==> config.mk <==
export PLATFORM = sky130hd
export DESIGN_NAME = itof_pipe
export DESIGN_NICKNAME = d
export VERILOG_FILES = /design/src/rtl/fpu_pkg.sv /design/src/rtl/lzc32.sv /design/src/rtl/itof_pipe.sv
export SDC_FILE = /design/constraint.sdc
export NUM_CORES = 1
export LEC_CHECK = 0
export ABC_CLOCK_PERIOD_IN_PS = 12350
export CORE_MARGIN = 2
export CORE_UTILIZATION = 25
export CTS_CLUSTER_DIAMETER = 150
export DETAILED_ROUTE_END_ITERATION = 12
export PLACE_DENSITY = 0.52
export RECOVER_POWER = 50
export SLEW_MARGIN = 20
export SYNTH_ARGS = -nofsm -noshare
export SYNTH_HDL_FRONTEND = slang
export SYNTH_SLANG_ARGS = --single-unit
export TNS_END_PERCENT = 30
==> constraint.sdc <==
create_clock -name clk -period 12.35 [get_ports clk]
set_input_delay 2.47 -clock clk [delete_from_list [all_inputs] [get_ports clk]]
set_output_delay 2.47 -clock clk [all_outputs]
set_load 0.01 [all_outputs]
==> src/rtl/fpu_pkg.sv <==
// Shared binary32 field widths, bias and the packed float type for the FPU units.
package fpu_pkg;

    localparam int F32_EXP_W = 8;
    localparam int F32_MAN_W = 23;
    localparam int F32_BIAS  = 127;

    typedef struct packed {
        logic                 s;
        logic [F32_EXP_W-1:0] e;
        logic [F32_MAN_W-1:0] m;
    } f32_t;

endpackage

==> src/rtl/lzc32.sv <==
// Combinational 32-bit leading-zero count; lz=32 for an all-zero input.
// Log-depth binary search: each level halves the window that still holds the leading one.
module lzc32 (
    input  logic [31:0] a,
    output logic [5:0]  lz
);

    logic [31:0] v;

    always_comb begin
        v  = a;
        lz = 6'd0;
        if (a == 32'd0) begin
            lz = 6'd32;
        end else begin
            if (v[31:16] == 16'd0) begin
                lz[4] = 1'b1;
                v     = v << 16;
            end
            if (v[31:24] == 8'd0) begin
                lz[3] = 1'b1;
                v     = v << 8;
            end
            if (v[31:28] == 4'd0) begin
                lz[2] = 1'b1;
                v     = v << 4;
            end
            if (v[31:30] == 2'd0) begin
                lz[1] = 1'b1;
                v     = v << 2;
            end
            if (!v[31]) begin
                lz[0] = 1'b1;
            end
        end
    end

endmodule

==> src/rtl/itof_pipe.sv <==
// Signed int32 -> binary32 converter, three register stages (latency 3, 1/cycle).
// Valid/ready on both sides; a stage loads when empty or draining, so bubbles collapse.
module itof_pipe
    import fpu_pkg::*;
#(
    parameter int TAG_W     = 5,
    parameter bit ROUND_RNE = 1'b1
) (
    input  logic             clk,
    input  logic             rst,
    input  logic             in_valid,
    output logic             in_ready,
    input  logic [31:0]      x,
    input  logic [TAG_W-1:0] in_tag,
    output logic             out_valid,
    input  logic             out_ready,
    output logic [31:0]      y,
    output logic [TAG_W-1:0] out_tag
);

    localparam logic [7:0] EXP_TOP = 8'(F32_BIAS + 31);

    logic             v1, v2, v3;
    logic [TAG_W-1:0] tag1, tag2, tag3;
    logic             s1, s2;
    logic [31:0]      mag1, norm2;
    logic [5:0]       lz1, lz2;
    f32_t             y3;

    logic             ld1, ld2, ld3;
    logic [7:0]       e_raw;
    logic             inc;
    logic [30:0]      sum;
    f32_t             y_nxt;

    assign ld3      = !v3 || out_ready;
    assign ld2      = !v2 || ld3;
    assign ld1      = !v1 || ld2;
    assign in_ready = ld1;

    lzc32 u_lzc (
        .a  (mag1),
        .lz (lz1)
    );

    // Exponent and fraction are added as one field so a rounding carry out of the
    // fraction lands in the exponent; a normalized zero magnitude has bit31 clear.
    always_comb begin
        e_raw = EXP_TOP - {2'b00, lz2};
        inc   = ROUND_RNE ? (norm2[7] & ((|norm2[6:0]) | norm2[8])) : 1'b0;
        sum   = {e_raw, norm2[30:8]} + {30'd0, inc};
        y_nxt = '0;
        if (norm2[31]) begin
            y_nxt.s = s2;
            y_nxt.e = sum[30:23];
            y_nxt.m = sum[22:0];
        end
    end

    always_ff @(posedge clk or posedge rst) begin
        if (rst) begin
            v1    <= 1'b0;
            v2    <= 1'b0;
            v3    <= 1'b0;
            tag1  <= '0;
            tag2  <= '0;
            tag3  <= '0;
            s1    <= 1'b0;
            s2    <= 1'b0;
            mag1  <= '0;
            norm2 <= '0;
            lz2   <= '0;
            y3    <= '0;
        end else begin
            if (ld1) begin
                v1 <= in_valid;
                if (in_valid) begin
                    tag1 <= in_tag;
                    s1   <= x[31];
                    mag1 <= x[31] ? -x : x;
                end
            end
            if (ld2) begin
                v2 <= v1;
                if (v1) begin
                    tag2  <= tag1;
                    s2    <= s1;
                    norm2 <= mag1 << lz1;
                    lz2   <= lz1;
                end
            end
            if (ld3) begin
                v3 <= v2;
                if (v2) begin
                    tag3 <= tag2;
                    y3   <= y_nxt;
                end
            end
        end
    end

    assign out_valid = v3;
    assign out_tag   = tag3;
    assign y         = y3;

endmodule

==> results of run 1 <==
tightest hold or removal path, cell delays in order (launching register included):
cell and delay (ns):
dfrtp_1 0.34, nand2_1 0.05, nand2_1 0.04
flip-flops by register name, summed over array words and instances (netlist names), 5 cells and up:
| register | count |
|---|---|
| tag2 | 5 |
| out_tag | 5 |
| mag1 | 32 |
| tag1 | 5 |
| norm2 | 32 |
| y | 32 |
| lz2 | 6 |
kinds of logic (layout without fill, tap and decap cells):
kind of cell	count (synthesis)	in the layout	synth area share [%]
and+or+nand+nor	285	285	17.06
muxes	105	105	13.90
adders and majority gates	4	4	0.6414
xor gates and xnor gates	61	61	6.846
buffers and inverters	63	133	3.944
AOI/OAI and AO/OA	226	226	18.49
DFF	122	122	39.12
through the flow:
stage | hold WS, ns | instances
after floorplan | 0.4331 | 866
after global placement | 0.4438 | 1300
after detailed placement | 0.4502 | 1300
after CTS | 0.4586 | 1332
after global routing | 0.4914 | 1332
final | 0.4561 | 1332
metal layers:
metal / vias to the layer above / track usage, %
li1: 3255 / -
met1: 3070 / 20.47
met2: 182 / 20.06
met3: 17 / 2.668
met4: 0 / 3.387
met5: - / 0
final cells by class:
type	count	area [sq um]
clock buffers	17	425.4
fillers	3199	21140
clock inverters	15	188.9
inverters	13	50.05
multi-input cells	681	4473
flip-flops and latches	122	3053
repair buffers	88	847.1
well taps	396	495.5
synthesized netlist by cell type, types with 6 or more instances:
cell      instances
nand2b_1          8
and3_1            9
xor2_1           39
clkbuf_1         30
buf_4             7
mux2_2           17
o31ai_1          12
nor2_1           42
nand4_1           6
mux2i_1          87
xnor2_1          22
nand3_1          23
or4_1             7
a211oi_1          8
o21ai_1           9
inv_1            13
nand2_1         147
dfrtp_1         122
a21oi_1          27
nor3_1            8
o21ai_0          94
a22o_1           13
o41ai_1           6
or3_1             7
and2_1            6
a22oi_1           8
a31oi_1           7
report_power, final:
part	leakage, nW	total (W)	switching (W)	internal, W
sequential	1.51	0.000652	0.000130	0.000522
clock	0.284	0.000523	0.000202	0.000321
combinational	2.22	0.000671	0.000369	0.000302
total	4.01	0.00185	0.000701	0.00114
path summary, 6_finish.rpt:
kind                                 from   endpoint  slack (ns)  cells after the start
worst max-delay path            out_ready   in_ready        5.82                      4
worst min-delay path              tag1[2]    tag2[2]        0.46                      2
worst max register to register   mag1[27]  norm2[30]        7.85                     11
worst min register to register    tag1[2]    tag2[2]        0.46                      2
max in group asynchronous             rst    tag1[3]        7.20                      3
min in group asynchronous             rst      y[16]        3.36                      2
==> results by group, run 1 <==
Clock tree
  – Cts hold-fix bufs: 0
  – CTS clk-pin slew, worst paths: 0.06 ns
  – Clock sink count: 122
  – Post-CTS resize count: 0
  – Post-CTS Setup Repair Bufs: 0
  – Clk_lat worst skew: 0.43 ns
  – Htree depth: 4
  – CTS tree: built
  – Clock Tree Buf Depth: 2
  – Root Driver: clkbuf_16
  – CTS Buf Count: 17

Power
  – PD cells: 193.6 nW/um^2
  – Final Power: 0.001845 W
  – Leak: 4.006 nW
  – Worst IR Drop VDD: 0.1102 mV

Route
  – DR WL met2: 9369 um
  – DRT met1 WL: 11,270 um
  – DR vias: 6,524
  – Wire per inst: 16.56 um
  – DR WL met3: 1235 um
  – DRC errors left: 0
  – Drt pass-1 iters: 5
  – Iter 0 DRT Violations: 515
  – Vias per cell: 4.898
  – Top Metal Used: met4
  – WL final: 22,060 um
  – Antenna-violating nets left: 0

Global route
  – Global-route wire length before repair: 35,740 um
  – Largest net degree at the start of global routing: 70
  – Total GRT Usage: 13.69%
  – Vias in the first global route: 6,236
  – Initial antenna violation count: 0
  – Total congestion overflow: 0

Synthesis
  – Syn Nets: 911
  – Async S/R FF share, synth: 100.0%
  – Area of the mapped netlist: 7804 sq um
  – Sequential area share after synthesis: 39.12%
  – Mapped Cells: 866
  – Post-synth top area share: 39.12%
  – Largest cells by area after synthesis: dfrtp_1 39%, mux2i_1 11%, nand2_1 7.1%
  – #FFs+latches synth: 122
  – Netlist cell types: 68
  – Area leader, netlist: dfrtp_1
  – Average size of a mapped cell: 9.011 sq um
  – Syn. warnings: 0
  – Ys flop type: dfrtp_1
  – EDFF count, synth: 0

Placement
  – GP Congestion: 0.8647
  – DP HPWL: 16,280 um
  – Post-DP Area: 8931 sq um
  – IO Port Bufs: 79
  – Setup slack after placement: 5.971 ns

Setup path
  – CP arrival: 4.06 ns
  – CP delay by family, top: buffers and inverters
  – Critical path buffers and inverters: 2
  – Critical path endpoint category: output port
  – Crit path required time: 9.88 ns
  – Maximum fanout along the worst path: 4
  – Crit-path slowest cell: dlygate4sd3_1
  – Critical path class: input port to output port
  – Max stage delay on crit path: 0.57 ns
  – CP startpoint kind: input port
  – Worst-path cell chain: dlygate4sd3_1, nor2b_1, nand3_1, clkdlybuf4s50_1

Die
  – Core Area: 30,670 sq um
  – Initial Utilization: 25.44%
  – Die Area: 32,640 sq um
  – # rows: 64
  – Ports: 80
  – Chip width: 180.7 um
  – Die height: 180.7 um

Timing
  – RSZ-0062 raised after global routing: false
  – Fmax: 153.2 MHz
  – Final WS setup: 5.823 ns
  – Final number of max-transition violations: 228
  – Period utilisation layout: 52.85%
  – Fin crit period: 6.527 ns
  – Final Skew: 0.01164 ns
  – Slew margin rel.: -104.8%
  – Least-Margin Pin Slew: 3.056 ns
  – Final TNS setup: 0 ns
  – Final Hold Fails: 0
  – Final-report setup violation count: 0

Layout
  – Area growth syn-to-layout: 22.16%
  – Fin util: 31.08%
  – Final net count: 968
  – Antenna fix cells: 0
  – Commonest cells after routing, fill and taps aside: 146 x nand2_1, 122 x dfrtp_1, 94 x o21ai_0, 87 x mux2i_1, 42 x nor2_1
  – Finished Cell Area: 9533 sq um
  – Layout cells sized above 1: 7.692%
  – Most common cell after layout, fill and taps aside: nand2_1

Job
  – MaxCap Viol Count: 4

Min path
  – Worst min path class: register to register

Status
  – Status: complete, but fails checks
  – Violated checks: capacitance limit, slew limit
Note: power is estimated with default switching activity, not from simulation.
==> run 2: changes to the inputs <==
--- a/config.mk
+++ b/config.mk
@@ -5,7 +5,7 @@
 export SDC_FILE = /design/constraint.sdc
 export NUM_CORES = 1
 export LEC_CHECK = 0
-export ABC_CLOCK_PERIOD_IN_PS = 12350
+export ABC_CLOCK_PERIOD_IN_PS = 6100
 export CORE_MARGIN = 2
 export CORE_UTILIZATION = 25
 export CTS_CLUSTER_DIAMETER = 150
==> constraint.sdc (replaced) <==
create_clock -name clk -period 6.1 [get_ports clk]
set_input_delay 1.22 -clock clk [delete_from_list [all_inputs] [get_ports clk]]
set_output_delay 1.22 -clock clk [all_outputs]
set_load 0.01 [all_outputs]
==> run 2 against run 1 <==
- the flow still finishes with violations (capacitance limit, slew limit)
- core utilization is 0.17 points higher
- highest routed layer unchanged
- wire length rose by 4.1%
- first-iteration DRC count grew 0.39%
- largest cell class unchanged
- critical endpoint is now s1
- count of clock-buffer cells in the layout is 4 higher
- critical path type is now input port to asynchronous set/reset pin
==> results by group, run 2 (synthesis results as in run 1) <==
Status
  – Status: complete, but fails checks
  – Violated checks: capacitance limit, slew limit

Power
  – Switching fraction of total power: 36.37%
  – Final Power: 0.003853 W
  – Worst IR Drop VDD: 0.2152 mV
  – Leak: 3.996 nW
  – Clk pwr share: 29.1%
  – Comb power frac: 36.4%
  – PD cells: 402.0 nW/um^2
  – Internal power: 0.002451 W
  – Sequential Power Share: 34.6%
  – P_sw: 0.001401 W

Layout
  – Final net count: 969
  – Finished Cell Area: 9584 sq um
  – Filler instances: 3,223
  – Area of the multi-input gates: 4478 sq um
  – Fin util: 31.25%
  – Area growth syn-to-layout: 22.82%
  – Layout cells sized above 1: 7.577%
  – Commonest cells after routing, fill and taps aside: 146 x nand2_1, 122 x dfrtp_1, 94 x o21ai_0, 87 x mux2i_1, 75 x clkdlybuf4s50_1
  – Storage cell area: 3053 sq um
  – Most common cell after layout, fill and taps aside: nand2_1
  – Antenna fix cells: 0

Clock tree
  – CTS clk-pin slew, worst paths: 0.05 ns
  – Root Driver: clkbuf_16
  – CTS tree: built
  – Clock sink count: 122
  – CTS Buf Count: 17
  – Clock Tree Buf Depth: 2
  – Cts hold-fix bufs: 0
  – Post-CTS resize count: 0
  – Post-CTS Setup Repair Bufs: 0
  – Htree depth: 4
  – Clk_lat worst skew: 0.43 ns

Setup path
  – Crit path launch: rst
  – CP startpoint kind: input port
  – CP arrival: 4.55 ns
  – Worst-path cell chain: dlygate4sd3_1, clkinvlp_2, clkbuf_1
  – Maximum fanout along the worst path: 50
  – Critical path class: input port to asynchronous set/reset pin
  – Crit path required time: 6.04 ns
  – Crit-path slowest cell: clkbuf_1
  – Critical path endpoint category: asynchronous set/reset pin
  – CP delay by family, top: buffers and inverters
  – Max stage delay on crit path: 1.98 ns
  – Critical path destination: s1
  – R2R Setup Slk: 1.55 ns
  – Worst reg2reg path depth: 11
  – Reg2reg end: norm2[25]
  – Crit Reg-Reg Startpoint: mag1[27]
  – Critical path buffers and inverters: 3
  – WP depth: 3

Timing
  – Slew margin rel.: -79.34%
  – Period utilisation layout: 75.70%
  – Fin crit period: 4.617 ns
  – Final-report setup violation count: 0
  – Least-Margin Pin Slew: 2.690 ns
  – RSZ-0062 raised after global routing: false
  – Hold slack: 0.4610 ns
  – Final Hold Fails: 0
  – Final number of max-transition violations: 139
  – Final Skew: 0.01795 ns
  – Fmax: 216.6 MHz
  – Final TNS setup: 0 ns

Placement
  – GP Congestion: 0.8860
  – DP HPWL: 16,970 um
  – Post-DP Area: 8939 sq um
  – IO Port Bufs: 79

Die
  – # rows: 64
  – Initial Utilization: 25.44%
  – Die Area: 32,640 sq um
  – Die height: 180.7 um
  – Chip width: 180.7 um
  – Core Area: 30,670 sq um
  – Ports: 80

Route
  – WL final: 22,960 um
  – DR vias: 6,685
  – Drt pass-1 iters: 5
  – Wire per inst: 17.22 um
  – Antenna-violating nets left: 0
  – Iter 0 DRT Violations: 517
  – Vias per cell: 5.015
  – DRC errors left: 0

Global route
  – Vias in the first global route: 6,423
  – Initial antenna violation count: 0
  – Global-route wire length before repair: 36,830 um
  – Total congestion overflow: 0
  – Largest net degree at the start of global routing: 70
  – Total GRT Usage: 14.14%

Job
  – MaxCap Viol Count: 3

Min path
  – Worst min path class: register to register
run 2: cell count changes in the layout (fill, tap and decap cells not counted), moves of 2 or more:
| cell | delta |
|---|---|
| clkdlybuf4s50_1 | +36 |
| dlygate4sd3_1 | -36 |
| inv_6 | -5 |
| clkinvlp_4 | -3 |
| bufinv_16 | +2 |
| clkbuf_1 | +2 |
| clkbuf_8 | +2 |
| clkinv_2 | +2 |
run 2: metrics by stage:
step	worst slack [ns]	cells
6_report	1.483	1333
5_1_grt	0.6945	1333
4_1_cts	1.629	1333
3_5_place_dp	1.524	1301
3_3_place_gp	1.577	1301
2_1_floorplan	1.637	866
run 2: layer usage:
layer	wire length (um)	GRT usage, %	part of all wire (%)	vias up
met5	0	0	0	-
met4	391	4.516	1.7	0
met1	11560	21.18	50	3196
li1	-	-	-	3250
met2	9769	20.20	43	212
met3	1242	2.769	5.4	27
run 2: final cells by class:
class	instances	area share, %
Inverter	13	0.5222
Tap cell	396	5.170
Sequential cell	122	31.85
Timing Repair Buffer	89	8.916
Multi-Input combinational cell	681	46.72
Clock inverter	11	2.010
Clock buffer	21	4.804
run 2: how the worst min path moves through the flow:
| stage | start | to | slack (ns) | depth (start not counted) |
|---|---|---|---|---|
| 2_1_floorplan | s1 | s2 | 0.43 | 2 |
| 3_3_place_gp | tag1[3] | tag2[3] | 0.44 | 2 |
| 3_5_place_dp | tag1[2] | tag2[2] | 0.45 | 2 |
| 4_1_cts | tag1[2] | tag2[2] | 0.46 | 2 |
| 5_1_grt | tag1[4] | tag2[4] | 0.49 | 2 |
| 6_report | tag1[2] | tag2[2] | 0.46 | 2 |
run 2: worst reg2reg max path: stages, from the launching register on:
cell and delay, ns:
dfrtp_1 0.47, or4_4 0.61, and3b_1 0.52, nand4b_1 0.19
a31oi_2 0.35, o21ai_1 0.20, o21ai_4 0.76, buf_4 0.37
mux2i_1 0.17, mux2i_1 0.38, o22ai_1 0.15, a221o_1 0.28
run 2: power by group through the flow:
stage	Clock (W)	Sequential, W	Combinational [W]
2_1_floorplan	0	0.00129	0.000906
3_3_place_gp	0	0.00134	0.00140
3_5_place_dp	0	0.00135	0.00140
4_1_cts	0.00115	0.00133	0.00140
5_1_grt	0.00119	0.00138	0.00154
6_report	0.00112	0.00133	0.00140
==> run 3: changes to the inputs <==
--- a/config.mk
+++ b/config.mk
@@ -5,12 +5,12 @@
 export SDC_FILE = /design/constraint.sdc
 export NUM_CORES = 1
 export LEC_CHECK = 0
-export ABC_CLOCK_PERIOD_IN_PS = 6100
+export ABC_CLOCK_PERIOD_IN_PS = 4200
 export CORE_MARGIN = 2
 export CORE_UTILIZATION = 25
 export CTS_CLUSTER_DIAMETER = 150
 export DETAILED_ROUTE_END_ITERATION = 12
-export PLACE_DENSITY = 0.52
+export PLACE_DENSITY = 0.53
 export RECOVER_POWER = 50
 export SLEW_MARGIN = 20
 export SYNTH_ARGS = -nofsm -noshare
==> constraint.sdc (replaced) <==
create_clock -name clk -period 4.2 [get_ports clk]
set_input_delay 0.84 -clock clk [delete_from_list [all_inputs] [get_ports clk]]
set_output_delay 0.84 -clock clk [all_outputs]
set_load 0.01 [all_outputs]
==> run 3 against run 2 <==
- setup slack got worse by 1.2 ns
- first-iteration DRC count shrank 19%
- wire length up 0.54%
- largest cell class unchanged
- sequential share of layout area fell by 0.81 points
- sequential cell count stayed put
- non-clock buffer count grew 39
- the run still ends with capacitance limit, slew limit left
- highest routed layer unchanged
==> results by group, run 3 (synthesis results as in run 1) <==
Layout
  – Final net count: 1,008
  – Finished Cell Area: 9833 sq um
  – Storage cell area: 3053 sq um
  – Layout cells sized above 1: 11.48%
  – Area of the multi-input gates: 4471 sq um
  – Filler instances: 3,212
  – Antenna fix cells: 0
  – Area growth syn-to-layout: 26.01%
  – Commonest cells after routing, fill and taps aside: 147 x nand2_1, 122 x dfrtp_1, 94 x o21ai_0, 87 x mux2i_1, 76 x clkdlybuf4s50_1
  – Most common cell after layout, fill and taps aside: nand2_1
  – Cell Count, Final, Fillers Out: 1,372

Global route
  – Total congestion overflow: 0
  – Largest net degree at the start of global routing: 123
  – Global-route wire length before repair: 37,110 um
  – Vias in the first global route: 6,557
  – Total GRT Usage: 14.23%
  – Initial antenna violation count: 0

Setup path
  – CP startpoint kind: register
  – Crit path required time: 4.50 ns
  – Worst reg2reg path depth: 12
  – Most used cell, CP: mux2i_1
  – R2R Setup Slk: 0.25 ns
  – Max stage delay on crit path: 0.51 ns
  – CP arrival: 4.26 ns
  – Crit Reg-Reg Startpoint: mag1[17]
  – Crit-path slowest cell: dfrtp_1
  – Critical path endpoint category: register
  – Critical path class: register to register
  – Reg2reg end: norm2[30]
  – Maximum fanout along the worst path: 19
  – Worst-path cell chain: nor4_4, nand3_2, o31ai_1, a31oi_2, buf_4, o21ai_4, buf_12, mux2i_1, mux2i_1, a221oi_1, o21ai_0, a211o_1

Placement
  – Post-DP Area: 9269 sq um
  – Setup slack after placement: 0.1572 ns
  – IO Port Bufs: 79
  – GP Congestion: 0.8414
  – Placed Instances: 1,340
  – DP HPWL: 17,430 um

Timing
  – Hold slack: 0.4521 ns
  – Final Skew: 0.01100 ns
  – Fmax: 252.9 MHz
  – Period utilisation layout: 94.14%
  – Final number of max-transition violations: 166
  – Least-Margin Pin Slew: 2.754 ns
  – Fin crit period: 3.954 ns
  – Final WS setup: 0.2461 ns
  – Slew margin rel.: -83.57%
  – Final TNS setup: 0 ns
  – Final-report setup violation count: 0
  – Final Hold Fails: 0
  – RSZ-0062 raised after global routing: false

Min path
  – Worst min path class: register to register
  – Hold endpoint: tag2[2]
  – Hold_sp: tag1[2]
  – Hold path cells: 2

Die
  – Die height: 180.7 um
  – Chip width: 180.7 um
  – Ports: 80
  – # rows: 64
  – Die Area: 32,640 sq um
  – Core Area: 30,670 sq um
  – Initial Utilization: 25.44%

Clock tree
  – Root Driver: clkbuf_16
  – Post-CTS resize count: 0
  – Clk_lat worst skew: 0.42 ns
  – Clock sink count: 122
  – Htree depth: 4
  – CTS Buf Count: 17
  – Post-CTS Setup Repair Bufs: 0
  – CTS tree: built
  – Cts hold-fix bufs: 0
  – Clock Tree Buf Depth: 2
  – CTS clk-pin slew, worst paths: 0.06 ns

Route
  – Vias per cell: 4.877
  – Wire per inst: 16.82 um
  – Iter 0 DRT Violations: 418
  – Drt pass-1 iters: 5
  – WL final: 23,080 um
  – DR vias: 6,691
  – Antenna-violating nets left: 0
  – DRC errors left: 0

Power
  – Switching fraction of total power: 37.54%
  – Clk pwr share: 26.2%
  – P_sw: 0.002092 W
  – Worst IR Drop VDD: 0.3172 mV
  – Internal power: 0.003481 W
  – Comb power frac: 39.7%
  – Sequential Power Share: 34.1%
  – Leak: 4.161 nW
  – PD cells: 566.7 nW/um^2

Status
  – Status: complete, but fails checks
  – Violated checks: capacitance limit, slew limit

Job
  – MaxCap Viol Count: 2
==> run 3: cell types whose count changed in the layout (fill, tap and decap cells not counted), sizes merged <==
cell and delta:
buf +41, bufinv -3, clkbuf -4, clkdlybuf4s50 +1, clkinv +1, clkinvlp +2
dlygate4sd3 -1, inv +2
==> run 3: worst max-delay path by stage <==
stage / from / end / slack [ns] / cells after the start
after floorplan: rst / lz2[0] / 0.12 / 1
after global placement: x[8] / mag1[29] / 0.18 / 10
after detailed placement: x[8] / mag1[29] / 0.16 / 10
after CTS: mag1[17] / norm2[30] / 0.25 / 12
after global routing: mag1[17] / norm2[30] / 0.01 / 12
final: mag1[17] / norm2[30] / 0.25 / 12
==> run 3: power groups by stage <==
stage               Clock, W  Combinational [W]  Sequential [W]
finish               0.00146            0.00221         0.00190
detailed placement         0            0.00221         0.00193
floorplan                  0            0.00132         0.00187
global placement           0            0.00220         0.00191
CTS                  0.00150            0.00222         0.00190
global route         0.00154            0.00242         0.00196
==> run 3: worst max-delay path, delay by kind of cell, from the launching register on <==
family	cells	cell delay, ns
AND/OR/NAND/NOR	2	0.65
flip-flops	1	0.51
multiplexers	2	0.50
AO/OA/AOI/OAI	6	1.72
buffers and inverters	2	0.43
==> run 3: stage by stage <==
step | power, W | utilization (%)
finish | 0.005573 | 32.06
global route | 0.005919 | 32.06
CTS | 0.005622 | 32.14
detailed placement | 0.004139 | 30.22
global placement | 0.004113 | 30.22
floorplan | 0.003187 | -
==> run 3: layout make-up <==
cell class                 instances  area share [%]
inverter                          13          0.5090
tap                              396           5.039
multi-input combinational        681           45.46
clock inverter                    13           1.463
clock buffer                      19           4.504
timing repair buffer             128           11.97
sequential                       122           31.05
==> run 3: per-layer routing <==
metal  wire length, um  vias up  part of all wire, %  track usage [%]
li1                  -     3329                    -                -
met1             11400     3168                   49            20.79
met2             10110      174                   44            21.31
met3              1263       20                  5.5            3.052
met4               312        0                  1.4            3.387
met5                 0        -                    0                0
